--- config.mk ---
export PLATFORM = sky130hd
export DESIGN_NAME = fifo_push_arb_flat
export DESIGN_NICKNAME = d
export VERILOG_FILES = /design/src/rtl/fifo_push_arb_pkg.sv /design/src/rtl/fifo_push_arb_if.sv /design/src/rtl/fifo_push_arb_rr_pick.sv /design/src/rtl/fifo_push_arb.sv /design/src/flat_wrapper.sv
export SDC_FILE = /design/constraint.sdc
export NUM_CORES = 1
export LEC_CHECK = 0
export BUFFER_PORTS_ARGS = -buffer_cell sky130_fd_sc_hd__buf_4
export CAP_MARGIN = 20
export CELL_PAD_IN_SITES_DETAIL_PLACEMENT = 1
export CELL_PAD_IN_SITES_GLOBAL_PLACEMENT = 2
export CORE_MARGIN = 2
export CORE_UTILIZATION = 30
export DETAILED_ROUTE_END_ITERATION = 10
export GPL_ROUTABILITY_DRIVEN = 0
export PLACE_DENSITY = 0.92
export SLEW_MARGIN = 10
export SYNTH_ARGS = -nofsm -noshare
export SYNTH_HDL_FRONTEND = slang
export SYNTH_SLANG_ARGS = --single-unit
--- constraint.sdc ---
create_clock -name clk -period 7.2 [get_ports clk]
set_input_delay 1.44 -clock clk [delete_from_list [all_inputs] [get_ports clk]]
set_output_delay 1.44 -clock clk [all_outputs]
set_load 0.005 [all_outputs]
--- src/rtl/fifo_push_arb_pkg.sv ---
// fifo_push_arb_pkg: shared types for the round-robin FIFO push arbiter
package fifo_push_arb_pkg;
  typedef enum logic {ST_IDLE, ST_BURST} arb_state_t;
endpackage

--- src/rtl/fifo_push_arb_if.sv ---
// fifo_push_arb_if: requester handshakes, FIFO push port and grant status
interface fifo_push_arb_if #(parameter int NUM_REQ = 4, parameter int DATA_W = 8);
  logic [NUM_REQ-1:0]         req_valid_i;
  logic [NUM_REQ*DATA_W-1:0]  req_data_i;
  logic [NUM_REQ-1:0]         req_ready_o;
  logic                       fifo_push_o;
  logic [DATA_W-1:0]          fifo_push_data_o;
  logic                       fifo_full_i;
  logic                       grant_vld_o;
  logic [$clog2(NUM_REQ)-1:0] grant_id_o;
  logic                       busy_o;
  modport master (
    input  req_valid_i, req_data_i, fifo_full_i,
    output req_ready_o, fifo_push_o, fifo_push_data_o, grant_vld_o, grant_id_o, busy_o
  );
  modport slave (
    output req_valid_i, req_data_i, fifo_full_i,
    input  req_ready_o, fifo_push_o, fifo_push_data_o, grant_vld_o, grant_id_o, busy_o
  );
endinterface

--- src/rtl/fifo_push_arb_rr_pick.sv ---
// fifo_push_arb_rr_pick: first valid requester searching upward from ptr with wrap-around
module fifo_push_arb_rr_pick #(
  parameter int NUM_REQ = 4
) (
  input  logic [NUM_REQ-1:0]         req,
  input  logic [$clog2(NUM_REQ)-1:0] ptr,
  output logic [NUM_REQ-1:0]         gnt,
  output logic [$clog2(NUM_REQ)-1:0] idx,
  output logic                       any
);
  localparam int IW = $clog2(NUM_REQ);
  logic [IW-1:0] j;
  // Scan farthest-first so the nearest valid requester overwrites; modulo keeps j in range
  always_comb begin
    gnt = '0;
    idx = '0;
    j = '0;
    any = |req;
    for (int k = NUM_REQ - 1; k >= 0; k--) begin
      j = IW'((int'(ptr) + k) % NUM_REQ);
      if (req[j]) begin
        gnt = NUM_REQ'(1) << j;
        idx = j;
      end
    end
  end
endmodule

--- src/rtl/fifo_push_arb.sv ---
// fifo_push_arb: round-robin sharing of one FIFO push port among NUM_REQ producers,
// with grants held for bursts of up to MAX_BURST beats
module fifo_push_arb
  import fifo_push_arb_pkg::*;
#(
  parameter int NUM_REQ   = 4,
  parameter int DATA_W    = 8,
  parameter int MAX_BURST = 4
) (
  input logic             clk,
  input logic             reset,
  fifo_push_arb_if.master bus
);
  localparam int IW = $clog2(NUM_REQ);
  localparam int CW = $clog2(MAX_BURST + 1);

  arb_state_t         state_q, state_d;
  logic [IW-1:0]      rr_ptr_q, rr_ptr_d, owner_q, owner_d, pick_idx, sel;
  logic [CW-1:0]      beat_cnt_q, beat_cnt_d;
  logic [NUM_REQ-1:0] pick_gnt;
  logic               pick_any, burst, elig, xfer, last;

  fifo_push_arb_rr_pick #(.NUM_REQ(NUM_REQ)) u_pick (
    .req(bus.req_valid_i),
    .ptr(rr_ptr_q),
    .gnt(pick_gnt),
    .idx(pick_idx),
    .any(pick_any)
  );

  function automatic logic [IW-1:0] nxt(input logic [IW-1:0] x);
    return (int'(x) == NUM_REQ - 1) ? '0 : x + IW'(1);
  endfunction

  // Outputs are gated by reset so everything reads 0 while reset is held
  always_comb begin
    burst = state_q == ST_BURST;
    sel = burst ? owner_q : pick_idx;
    elig = reset & ~bus.fifo_full_i & (burst | pick_any);
    xfer = elig & bus.req_valid_i[sel];
    last = beat_cnt_q + CW'(1) == CW'(MAX_BURST);
    bus.req_ready_o = !elig ? '0 : burst ? NUM_REQ'(1) << owner_q : pick_gnt;
    bus.fifo_push_o = xfer;
    bus.grant_vld_o = xfer;
    bus.grant_id_o = xfer ? sel : '0;
    bus.fifo_push_data_o = xfer ? bus.req_data_i[int'(sel)*DATA_W +: DATA_W] : '0;
    bus.busy_o = reset & burst;
    state_d = state_q;
    rr_ptr_d = rr_ptr_q;
    owner_d = owner_q;
    beat_cnt_d = beat_cnt_q;
    // A dropped owner valid ends the burst; a full FIFO merely stalls it
    if (burst && (!bus.req_valid_i[owner_q] || (xfer && last))) begin
      state_d = ST_IDLE;
      rr_ptr_d = nxt(owner_q);
      beat_cnt_d = '0;
    end else if (burst && xfer) begin
      beat_cnt_d = beat_cnt_q + CW'(1);
    end else if (xfer && MAX_BURST == 1) begin
      rr_ptr_d = nxt(sel);
    end else if (xfer) begin
      state_d = ST_BURST;
      owner_d = sel;
      beat_cnt_d = CW'(1);
    end
  end

  always_ff @(posedge clk or negedge reset) begin
    if (!reset) begin
      state_q <= ST_IDLE;
      rr_ptr_q <= '0;
      owner_q <= '0;
      beat_cnt_q <= '0;
    end else begin
      state_q <= state_d;
      rr_ptr_q <= rr_ptr_d;
      owner_q <= owner_d;
      beat_cnt_q <= beat_cnt_d;
    end
  end
endmodule

--- src/flat_wrapper.sv ---
// flat-port wrapper written by rule: the top's interface ports become plain ports
module fifo_push_arb_flat import fifo_push_arb_pkg::*;
#(
  parameter int NUM_REQ   = 4,
  parameter int DATA_W    = 8,
  parameter int MAX_BURST = 4
)
  (clk, reset, bus_req_valid_i, bus_req_data_i, bus_fifo_full_i, bus_req_ready_o, bus_fifo_push_o, bus_fifo_push_data_o, bus_grant_vld_o, bus_grant_id_o, bus_busy_o);
  fifo_push_arb_if #(.NUM_REQ(NUM_REQ), .DATA_W(DATA_W)) bus_i ();
  input logic clk;
  input logic reset;
  input wire logic [$bits(bus_i.req_valid_i)-1:0] bus_req_valid_i;
  input wire logic [$bits(bus_i.req_data_i)-1:0] bus_req_data_i;
  input wire logic [$bits(bus_i.fifo_full_i)-1:0] bus_fifo_full_i;
  output wire logic [$bits(bus_i.req_ready_o)-1:0] bus_req_ready_o;
  output wire logic [$bits(bus_i.fifo_push_o)-1:0] bus_fifo_push_o;
  output wire logic [$bits(bus_i.fifo_push_data_o)-1:0] bus_fifo_push_data_o;
  output wire logic [$bits(bus_i.grant_vld_o)-1:0] bus_grant_vld_o;
  output wire logic [$bits(bus_i.grant_id_o)-1:0] bus_grant_id_o;
  output wire logic [$bits(bus_i.busy_o)-1:0] bus_busy_o;
  assign bus_i.req_valid_i = bus_req_valid_i;
  assign bus_i.req_data_i = bus_req_data_i;
  assign bus_i.fifo_full_i = bus_fifo_full_i;
  assign bus_req_ready_o = bus_i.req_ready_o;
  assign bus_fifo_push_o = bus_i.fifo_push_o;
  assign bus_fifo_push_data_o = bus_i.fifo_push_data_o;
  assign bus_grant_vld_o = bus_i.grant_vld_o;
  assign bus_grant_id_o = bus_i.grant_id_o;
  assign bus_busy_o = bus_i.busy_o;
  fifo_push_arb #(.NUM_REQ(NUM_REQ), .DATA_W(DATA_W), .MAX_BURST(MAX_BURST)) u_core (.clk(clk), .reset(reset), .bus(bus_i));
endmodule
== Word level (Yosys, flattened, before mapping) ==
Cells that the tools add are included.

* Flip-flop bits (word level): 8
* Bits in latches: 0
* Output and inout port bits: 17
* Input bits: 39
* Memory bits (read-only): 0
* Memories: 0
* Logic and storage cells: 74
* Memory bits (writable): 0

* Shift operators: 6
* Order comparisons: 6
* Div/mod/pow operators: 0
* Add/sub/neg operators: 5
* Bitwise gates (word level): 8
* Reduce and logical (&&, ||, !) cells: 10
* Eq/ne operators: 3
* Multipliers: 0
* Muxes and demuxes: 32

{| class="wikitable"
|+ Operators with widths
! operator !! count
|-
| 32-bit by 6-bit indexed part select with 8-bit output || 1
|-
| 4-bit 2-to-1 mux || 6
|-
| 1-bit by 2-bit left shift with 4-bit output (first input constant) || 5
|-
| 2-bit by 3-bit < comparator with 1-bit output (second input constant) || 6
|-
| 2-bit 2-to-1 mux || 7
|-
| 1-bit binary-select mux with 2-bit select || 6
|-
| 1-bit 2-to-1 mux || 9
|-
| 3-bit 2-to-1 mux || 3
|-
| 8-bit 2-to-1 mux || 1
|-
| 2-bit by 1-bit adder with 2-bit output (second input constant) || 2
|-
| 2-bit adder (second input constant) || 2
|-
| 1-bit AND || 4
|-
| 4-bit OR reduction || 1
|-
| 3-bit by 1-bit adder with 3-bit output (second input constant) || 1
|-
| 3-bit == test (second input constant) || 1
|-
| 1-bit logical AND || 3
|-
| 1-bit inverter || 3
|-
| 3-bit AND reduction || 1
|-
| 3-bit nonzero test || 1
|-
| 2-bit by 1-bit == test with 1-bit output (second input constant) || 1
|-
| 2-bit by 1-bit != test with 1-bit output (second input constant) || 1
|-
| 2-bit AND reduction || 1
|-
| 2-bit nonzero test || 1
|-
| 1-bit logical NOT || 1
|-
| 2 further kinds || 2
|}

== Logic depth before layout (Yosys ltp) ==
Gate-level depths: netlist of the first run.

* Word-level depth: 16
* Depth in mapped cells: 13
* Depth with buffers taken out: 9

== Modules after synthesis ==
Synthesis of the first run repeated with hierarchy kept, for this count alone.

* Cells, all modules: 155
* Area total of the unflattened synthesis: 1468.9 sq um

{| class="wikitable"
|+ By module, submodules not included
! module !! cells each !! area each (sq um) !! instances !! seq. area each (sq um)
|-
| fifo_push_arb || 93 || 970.9 || 1 || 200.2
|-
| fifo_push_arb_rr_pick || 62 || 498.0 || 1 || 0.0
|}

== Least setup slack after synthesis of the first run ==
OpenSTA, ideal clock, no wires.

* Kind: input to output
* Start: in bus_req_valid_i[3]
* End: out bus_fifo_push_data_o[0]
* Slack: 2.240 ns
* Data arrival time: 3.520 ns
* Cell stages on the path: 8
* Data required time: 5.760 ns
* Buffers on the path: 2
* Cell sequence: clkbuf_1 -> mux4_2 -> nor2b_4 -> or4_1 -> o311ai_4 -> clkbuf_1 -> nor2_1 -> a211oi_2

* Longest elaborated chain between the ends: 11
* Elaborated cells between the ends (all ways): 21
* Classes of those cells: shift: 1; mux: 16; bitwise: 3; reduce/logical: 1

{| class="wikitable"
|+ Ends and longest elaborated chain
! what !! line !! text
|-
| start, declared || flat_wrapper.sv:12 || <nowiki>input wire logic [$bits(bus_i.req_valid_i)-1:0] bus_req_valid_i;</nowiki>
|-
| parallel branches: the longest is 10 deep, another holds 32-bit by 6-bit indexed part select with 8-bit output || -- ||
|-
| 8-bit 2-to-1 mux * || fifo_push_arb.sv:46 || <nowiki>bus.fifo_push_data_o = xfer ? bus.req_data_i[int'(sel)*DATA_W +: DATA_W] : '0;</nowiki>
|-
| end, declared || flat_wrapper.sv:17 || <nowiki>output wire logic [$bits(bus_i.fifo_push_data_o)-1:0] bus_fifo_push_data_o;</nowiki>
|}

Every way passes the cells marked *. The select of a mux whose other input is x is not followed.

== Worst setup path in the final report of the first run ==
* Start: reg u_core.rr_ptr_q[0]
* End: out bus_fifo_push_data_o[7]

* Longest elaborated chain between the ends: 12
* Elaborated cells between the ends (all ways): 21
* Classes of those cells: add/sub: 3; shift: 1; mux: 16; bitwise: 1

{| class="wikitable"
|+ Ends and longest elaborated chain
! what !! line !! text
|-
| start, declared || fifo_push_arb.sv:18 || <nowiki>logic [IW-1:0] rr_ptr_q, rr_ptr_d, owner_q, owner_d, pick_idx, sel;</nowiki>
|-
| start signal, assigned || fifo_push_arb.sv:76 || <nowiki>rr_ptr_q <= rr_ptr_d;</nowiki>
|-
| 2-bit adder || fifo_push_arb_rr_pick.sv:20 || <nowiki>j = IW'((int'(ptr) + k) % NUM_REQ);</nowiki>
|-
| 1-bit binary-select mux with 2-bit select || fifo_push_arb_rr_pick.sv:21 || <nowiki>if (req[j]) begin</nowiki>
|-
| 1-bit 2-to-1 mux (implied by the code) || fifo_push_arb_rr_pick.sv:21 ||
|-
| 2-bit 2-to-1 mux (3 in series) || fifo_push_arb_rr_pick.sv:21 ||
|-
| 2-bit 2-to-1 mux * || fifo_push_arb_rr_pick.sv:21 ||
|-
| 2-bit 2-to-1 mux * || fifo_push_arb.sv:38 || <nowiki>sel = burst ? owner_q : pick_idx;</nowiki>
|-
| parallel branches: the longest is 3 deep, another holds 32-bit by 6-bit indexed part select with 8-bit output || -- ||
|-
| 8-bit 2-to-1 mux * || fifo_push_arb.sv:46 ||
|}

Marked as above.

==> results of run 1 <==
cell type report:
class / instances / share of cell area [%]
clock buffers: 3 / 2.09
inverters: 9 / 1.71
multi-input cells: 142 / 60.6
flip-flops and latches: 8 / 10.1
well taps: 67 / 4.24
repair buffers: 56 / 21.2
flip-flops by register name (all words and copies together) (netlist names):
| signal | flops |
|---|---|
| u_core.burst | 1 |
| u_core.beat_cnt_q | 3 |
| u_core.rr_ptr_q | 2 |
| u_core.owner_q | 2 |
worst max-delay path: cells and delay by family (launching register included):
family | cells | cell delay, ns
compound gates | 3 | 1.23
simple gates | 2 | 0.54
buf+inv | 2 | 0.46
mux | 1 | 0.41
fa+ha+maj | 1 | 0.45
flops | 1 | 0.81
cell usage after synthesis (5+ instances only):
library cell / instances / share of area (%)
nor2_1: 24 / 6.0
inv_1: 6 / 1.5
nand2_1: 8 / 2.0
clkbuf_1: 5 / 1.3
mux2_2: 9 / 6.8
dfrtp_1: 8 / 13
mux2i_1: 17 / 11
a211oi_2: 7 / 5.9
ha_1: 14 / 12
a21oi_1: 9 / 3.0
cell families (layout without fill, tap and decap cells):
group           after synthesis  after routing  share of synthesized area, %
simple gates                 51             51                          17.8
compound gates               45             45                          25.4
fa+ha+maj                    14             14                          11.7
buf+inv                      20             68                          6.12
flops                         8              8                          13.4
mux                          32             32                          25.5
power breakdown:
group          leakage (nW)  internal, mW  switching (mW)
clock network        0.0216        0.0362          0.0180
registers             0.101        0.0625          0.0628
logic                 0.848         0.313           0.353
path summary, 6_finish.rpt:
check	endpoint	cells after the start	slack [ns]
setup / recovery	bus_fifo_push_data_o[7]	9	1.62
hold / removal	u_core.beat_cnt_q[2]$_DFFE_PN0P_	2	0.53
setup reg to reg	u_core.rr_ptr_q[0]$_DFFE_PN0N_	8	3.24
hold reg to reg	u_core.beat_cnt_q[2]$_DFFE_PN0P_	2	0.53
max in group asynchronous	u_core.owner_q[1]$_DFFE_PN0P_	1	6.04
min in group asynchronous	u_core.beat_cnt_q[1]$_DFFE_PN0P_	1	1.02
routing by layer:
layer  global-route usage, %  vias to the layer above  part of all wire [%]
met5                       0                        -                     0
met4                    4.17                        0                   1.3
met3                    4.07                        5                   7.1
met2                    26.8                       49                    46
met1                    21.3                      695                    46
li1                        -                      734                     -
==> run metrics, run 1 <==
Overall Global Routing Usage 16.3%; row count 25; critical-path cell list inv_1 > ha_1 > mux2_2 > a21o_1 > o311ai_4 > nand3b_2 > nand3_4 > a211oi_1 > buf_4; GRT overflow 0; Vias/cell 5.20; sequential-to-total area share from yosys stat 13.4%; clock tree sinks 8; final setup margin 1.62 ns; post-DP HPWL 3360 um; Critical Path RT 5.76 ns; Reg area 200 um^2; Post-CTS Setup Inserts 0; post-route cell area 1980 um^2; Worst-Margin Slew 0.952 ns; dpl cells 282; WS Path Type reg -> out; dpl cell area 1940 um^2; CTS tree yes; worst hold path class reg -> reg; post-CTS sizing 0; Ant. Diodes 0; CP Launch Type flip-flop; via count 1483; Cells after Synth 170; distinct cell type count after synthesis 45; first-pass GRT wire length 7030 um; Setup TNS 0 ns; nets 273; Hold Buf Count CTS 0; Multi-input gate area 1200 um^2; Tot Pwr 0.845 mW; syn_area_per_cell 8.77 um^2; hold_sp u_core.beat_cnt_q[2]$_DFFE_PN0P_; setup violators final 0; initial antenna violation count 0; commonest non-fill, non-tap cell in the layout buf_4; Final Skew 0.000733 ns; max-slew violations 0; Leak 0.971 nW; H-tree depth 1; RSZ-0062 raised after global routing no; IO Pins 56; Worst setup EP type primary output; Synth Flop Type dfrtp_1; syn_nets 223; area delta synth->final 32.7%; post-route insts no fill 285; clk_lat worst skew 0.23 ns; Post-synth EDFFs 0; FILL cells 592; layout cells sized above 1 40.4%; Hold WS 0.531 ns; post-synthesis register bit count 8; Worst-path clk slew 0.04 ns; RR Startpoint u_core.rr_ptr_q[0]$_DFFE_PN0N_; Final Hold Viols 0; asr flop ratio synth 100%; I/O Buffers 55; Mapped Area 1490 um^2; CP arrival 4.14 ns; Pre-antenna DRT Iters 4; critical path peak fanout 19; CP max stage cell dfrtp_1; Period Utilization, post-route 77.4%; crit path from u_core.rr_ptr_q[0]$_DFFE_PN0N_; Core ar. 4750 um^2; outcome finished clean; DR iter-0 viols 43; PwrDens 427 nW/um^2; Post-route DRC 0; fin util 41.6%; fmax 0.179 GHz; pre-CTS setup slack 1.64 ns; Die Width 74.5 um; commonest cells after routing, fill and taps aside buf_4 (56), nor2_1 (24), mux2i_1 (17); max cap viols 0; Root Buffer clkbuf_8; worst vdd ir 0.172 mV; WL/cell 14.7 um; height of the chip 74.5 um; Period minus WS final 5.58 ns; antenna viol nets, final 0; vias in the first global route 1529; largest net degree at the start of global routing 21; Initial Util 31.4%; final wirelength 4190 um; total CTS buffers 3; slew margin rel. 36.4%; Largest stage delay, worst path 0.81 ns; Die ar. 5550 um^2; yosys warns 0; CTS Buffer Depth 2
Note: power is estimated with default switching activity, not from simulation.
==> run 2: changes to the inputs <==
--- a/config.mk
+++ b/config.mk
@@ -10,10 +10,10 @@
 export CELL_PAD_IN_SITES_DETAIL_PLACEMENT = 1
 export CELL_PAD_IN_SITES_GLOBAL_PLACEMENT = 2
 export CORE_MARGIN = 2
-export CORE_UTILIZATION = 30
+export CORE_UTILIZATION = 28
 export DETAILED_ROUTE_END_ITERATION = 10
 export GPL_ROUTABILITY_DRIVEN = 0
-export PLACE_DENSITY = 0.92
+export PLACE_DENSITY = 0.87
 export SLEW_MARGIN = 10
 export SYNTH_ARGS = -nofsm -noshare
 export SYNTH_HDL_FRONTEND = slang
==> constraint.sdc (replaced) <==
create_clock -name clk -period 5.2 [get_ports clk]
set_input_delay 1.04 -clock clk [delete_from_list [all_inputs] [get_ports clk]]
set_output_delay 1.04 -clock clk [all_outputs]
set_load 0.005 [all_outputs]
==> run 2 against run 1 <==
Via count up 2.4%. Register-to-register slack got worse by 1.4 ns. Clock skew increased by 0.0039 ns. Count of clock-buffer cells in the layout stayed put. Critical path depth grew 1. Non-clock buffer count increased by 3. Final cell count rose by 2.1%. Combinational power is 49% higher. Sequential share of layout area shrank 0.13 points. Clock power is 37% higher. Sequential power rose by 9.6%.
==> run metrics, run 2 (same netlist as run 1, synthesis figures left out) <==
CP max stage cell o311ai_4; Clock power frac 6.2%; layout cells sized above 1 41.2%; Final Hold Viols 0; fmax 0.222 GHz; cell mode on critical path buf_4; Period minus WS final 4.51 ns; Worst-path clk slew 0.04 ns; post-CTS sizing 0; pre-CTS setup slack 0.686 ns; nets 276; Root Buffer clkbuf_8; PwrDens 601 nW/um^2; Overall Global Routing Usage 14.7%; Worst-Margin Slew 0.744 ns; CP arrival 3.47 ns; dpl cell area 1960 um^2; outcome finished clean; Final Skew 0.00462 ns; max reg flops 3; DR iter-0 viols 42; largest net degree at the start of global routing 21; worst vdd ir 0.229 mV; post-DP HPWL 3470 um; H-tree depth 1; kind of cell adding the most delay to the critical path compound AO/OA/AOI/OAI gates; I/O Buffers 55; via count 1519; largest reg by FF count u_core.beat_cnt_q; total CTS buffers 3; RSZ-0062 raised after global routing no; setup violators final 0; commonest cells after routing, fill and taps aside buf_4 (59), nor2_1 (24), mux2i_1 (17); combinational power share 82.5%; Largest stage delay, worst path 0.53 ns; critical path peak fanout 19; Period Utilization, post-route 86.8%; GRT overflow 0; Pre-antenna DRT Iters 3; WL/cell 15.0 um; first-pass GRT wire length 7250 um; clk_lat worst skew 0.23 ns; clock tree sinks 8; CTS Buffer Depth 2; Die Width 77.0 um; Critical Path RT 4.16 ns; Die ar. 5930 um^2; Initial Util 29.0%; max-slew violations 0; Core ar. 5140 um^2; sw frac 51.1%; fin util 39.0%; worst hold path class reg -> reg; area delta synth->final 34.5%; final setup margin 0.687 ns; Post-CTS Setup Inserts 0; Hold Buf Count CTS 0; WS Path Type reg -> out; Ant. Diodes 0; commonest non-fill, non-tap cell in the layout buf_4; Int Pwr 0.589 mW; Tot Pwr 1.21 mW; height of the chip 77.0 um; IO Pins 56; Setup TNS 0 ns; Leak 0.986 nW; Vias/cell 5.22; vias in the first global route 1642; CTS tree yes; critical-path cell list buf_4 > inv_1 > ha_1 > mux2_2 > a21o_1 > o311ai_4 > nand3b_2 > nand3_4 > a211oi_1 > buf_4; CP Buf/Inv Count 3; largest registers u_core.beat_cnt_q (3), u_core.owner_q (2), u_core.rr_ptr_q (2); Post-route DRC 0; row count 26; CP Launch Type flip-flop; max cap viols 0; Worst setup EP type primary output; initial antenna violation count 0; post-route cell area 2010 um^2; P_sw 0.617 mW; slew margin rel. 49.0%; Flop pwr share 11.3%; antenna viol nets, final 0; final wirelength 4360 um
## run 2: changes by cell type in the layout (fill, tap and decap cells not counted), sizes merged
cell | before | now
buf | 56 | 59
## run 2: area by class of cell
type,instances,area (um^2)
Tap cell,70,87.6
Multi-Input combinational cell,142,1200
Timing Repair Buffer,59,443
Sequential cell,8,200
Inverter,9,33.8
Clock buffer,3,41.3
Fill cell,651,3130
## run 2: path summary, 6_finish.rpt
path | startpoint | endpoint | slack, ns | depth (start not counted)
setup / recovery | u_core.rr_ptr_q[0]$_DFFE_PN0N_ | bus_fifo_push_data_o[7] | 0.69 | 10
hold / removal | u_core.beat_cnt_q[2]$_DFFE_PN0P_ | u_core.beat_cnt_q[2]$_DFFE_PN0P_ | 0.54 | 2
setup reg to reg | u_core.rr_ptr_q[0]$_DFFE_PN0N_ | u_core.rr_ptr_q[1]$_DFFE_PN0N_ | 1.87 | 9
hold reg to reg | u_core.beat_cnt_q[2]$_DFFE_PN0P_ | u_core.beat_cnt_q[2]$_DFFE_PN0P_ | 0.54 | 2
max in group asynchronous | reset | u_core.rr_ptr_q[1]$_DFFE_PN0N_ | 4.43 | 1
min in group asynchronous | reset | u_core.rr_ptr_q[0]$_DFFE_PN0N_ | 0.63 | 1
## run 2: worst min-delay path, cell delays in order, from the launching register on
cell,delay (ns)
dfrtp_1,0.38
nand2_1,0.06
mux2i_1,0.06
## run 2: stage by stage
step	hold slack (ns)	std cells
global placement	0.520	288
finish	0.542	291
floorplan	0.503	170
CTS	0.551	291
detailed placement	0.544	288
global route	0.588	291
## run 2: layer usage
| layer | vias up | global-route usage [%] | wire (um) |
|---|---|---|---|
| met4 | 0 | 2.68 | 15 |
| met2 | 52 | 26.8 | 2130 |
| li1 | 739 | - | - |
| met5 | - | 0 | 0 |
| met3 | 2 | 2.94 | 255 |
| met1 | 726 | 18.0 | 1970 |
## run 2: power groups by stage
stage / clock, mW / sequential (mW) / combinational, mW
floorplan: 0 / 0.113 / 0.766
global placement: 0 / 0.137 / 0.988
detailed placement: 0 / 0.138 / 1.00
CTS: 0.0775 / 0.137 / 1.01
global route: 0.0815 / 0.143 / 1.09
finish: 0.0744 / 0.137 / 0.995
==> run 3: changes to the inputs <==
--- a/config.mk
+++ b/config.mk
@@ -5,15 +5,15 @@
 export SDC_FILE = /design/constraint.sdc
 export NUM_CORES = 1
 export LEC_CHECK = 0
-export BUFFER_PORTS_ARGS = -buffer_cell sky130_fd_sc_hd__buf_4
 export CAP_MARGIN = 20
 export CELL_PAD_IN_SITES_DETAIL_PLACEMENT = 1
 export CELL_PAD_IN_SITES_GLOBAL_PLACEMENT = 2
 export CORE_MARGIN = 2
-export CORE_UTILIZATION = 28
+export CORE_UTILIZATION = 36
 export DETAILED_ROUTE_END_ITERATION = 10
+export DONT_BUFFER_PORTS = 1
 export GPL_ROUTABILITY_DRIVEN = 0
-export PLACE_DENSITY = 0.87
+export PLACE_DENSITY = 0.86
 export SLEW_MARGIN = 10
 export SYNTH_ARGS = -nofsm -noshare
 export SYNTH_HDL_FRONTEND = slang
==> constraint.sdc (replaced) <==
create_clock -name clk -period 4.9 [get_ports clk]
set_input_delay 0.98 -clock clk [delete_from_list [all_inputs] [get_ports clk]]
set_output_delay 0.98 -clock clk [all_outputs]
set_load 0.005 [all_outputs]
==> run 3 against run 2 <==
Sequential power up 7%. Critical path type is now in -> out. Total power down 2.5%. Via count down 12%. Clock power up 4.0%. Hold slack worse by 0.093 ns. Worst setup slack worse by 0.17 ns.
==> run metrics, run 3 (same netlist as run 1, synthesis figures left out) <==
total CTS buffers 3; post-CTS sizing 0; CTS tree yes; Period Utilization, post-route 89.5%; Period minus WS final 4.38 ns; WL met3 146 um; largest reg by FF count u_core.beat_cnt_q; clock tree sinks 8; Die ar. 4670 um^2; outcome finished clean; Final Hold Viols 0; critical-path cell list mux4_2 > a21o_1 > o311ai_4 > nand3b_2 > nand3_4 > a211oi_1; Worst-Margin Slew 0.939 ns; Root Buffer clkbuf_8; GRT overflow 0; Post-CTS Setup Inserts 0; Leak 0.707 nW; commonest non-fill, non-tap cell in the layout nor2_1; slew margin rel. 37.3%; Worst-path clk slew 0.04 ns; fmax 0.228 GHz; WL/cell 18.7 um; row count 23; Overall Global Routing Usage 18.0%; H-tree depth 1; CP arrival 3.40 ns; antenna viol nets, final 0; max reg flops 3; worst vdd ir 0.224 mV; dpl cell area 1520 um^2; Hold Buf Count CTS 0; top sig layer met4; first-pass GRT wire length 6350 um; post-DP HPWL 3130 um; crit path from bus_req_valid_i[1]; pre-CTS setup slack 0.516 ns; Ant. Diodes 0; area delta synth->final 4.61%; CP Launch Type input port; M1 WL 1690 um; Core ar. 4000 um^2; Pre-antenna DRT Iters 4; clk_lat worst skew 0.23 ns; nets 220; post-route cell area 1560 um^2; final wirelength 4020 um; commonest cells after routing, fill and taps aside nor2_1 (24), mux2i_1 (17), ha_1 (14); Initial Util 37.3%; WS Path Type in -> out; initial antenna violation count 0; CP max stage cell o311ai_4; Reg2Reg Depth 8; Critical Path End bus_fifo_push_data_o[7]; Critical Path RT 3.92 ns; largest registers u_core.beat_cnt_q (3), u_core.owner_q (2), u_core.rr_ptr_q (2); RSZ-0062 raised after global routing no; via count 1339; Die Width 68.4 um; Worst setup EP type primary output; CTS Buffer Depth 2; I/O Buffers 0; RR Startpoint u_core.rr_ptr_q[0]$_DFFE_PN0N_; worst hold path class in -> async; Final Skew 0.000956 ns; worst reg2reg endpoint u_core.rr_ptr_q[0]$_DFFE_PN0N_; vias in the first global route 1312; flop2flop setup slack 1.63 ns; height of the chip 68.4 um; Largest stage delay, worst path 0.77 ns; DR iter-0 viols 42; Setup TNS 0 ns; largest net degree at the start of global routing 21; final setup margin 0.515 ns; PwrDens 753 nW/um^2; IO Pins 56; setup violators final 0; max cap viols 0; DR WL met2 2150 um; layout cells sized above 1 21.2%; critical path peak fanout 19; Post-route DRC 0; Vias/cell 6.23; max-slew violations 0
## run 3: worst max-delay path, delay by kind of cell
family | cells | cell delay, ns
AO/OA/AOI/OAI | 3 | 1.32
multiplexers | 1 | 0.55
AND/OR/NAND/NOR | 2 | 0.54
## run 3: worst min path at each step
stage / start / end / slack (ns) / cells after the start
final: reset / u_core.burst$_DFFE_PN0P_ / 0.45 / 0
after CTS: reset / u_core.beat_cnt_q[0]$_DFFE_PN0P_ / 0.44 / 0
after floorplan: u_core.beat_cnt_q[2]$_DFFE_PN0P_ / u_core.beat_cnt_q[2]$_DFFE_PN0P_ / 0.50 / 2
after global placement: u_core.beat_cnt_q[1]$_DFFE_PN0P_ / u_core.beat_cnt_q[1]$_DFFE_PN0P_ / 0.53 / 2
after detailed placement: u_core.beat_cnt_q[2]$_DFFE_PN0P_ / u_core.beat_cnt_q[2]$_DFFE_PN0P_ / 0.54 / 2
after global routing: reset / u_core.beat_cnt_q[0]$_DFFE_PN0P_ / 0.43 / 0
## run 3: area by class of cell
cell class                 instances  area (um^2)
inverter                           9         33.8
clock buffer                       3         41.3
fill                             467         2440
tap                               50         62.6
timing repair buffer               3         22.5
multi-input combinational        142         1200
sequential                         8          200
## run 3: power by group
part           total (mW)  internal [mW]  switching (mW)
Clock              0.0774         0.0531          0.0243
Sequential          0.146         0.0926          0.0537
Combinational       0.952          0.401           0.550
Total                1.18          0.547           0.628
## run 3: through the flow
step | power (mW) | utilization (%) | cells | hold WS (ns)
2_1_floorplan | 0.932 | - | 170 | 0.503
3_3_place_gp | 1.06 | 38.0 | 212 | 0.529
3_5_place_dp | 1.10 | 38.0 | 212 | 0.535
4_1_cts | 1.19 | 39.0 | 215 | 0.442
5_1_grt | 1.29 | 39.0 | 215 | 0.434
6_report | 1.18 | 39.0 | 215 | 0.449
## run 3: routing by layer
layer  GRT usage [%]  vias to the layer above
met3            4.28                        4
met5               0                        -
met1            21.5                      680
li1                -                      625
met2            33.1                       30
met4            2.50                        0
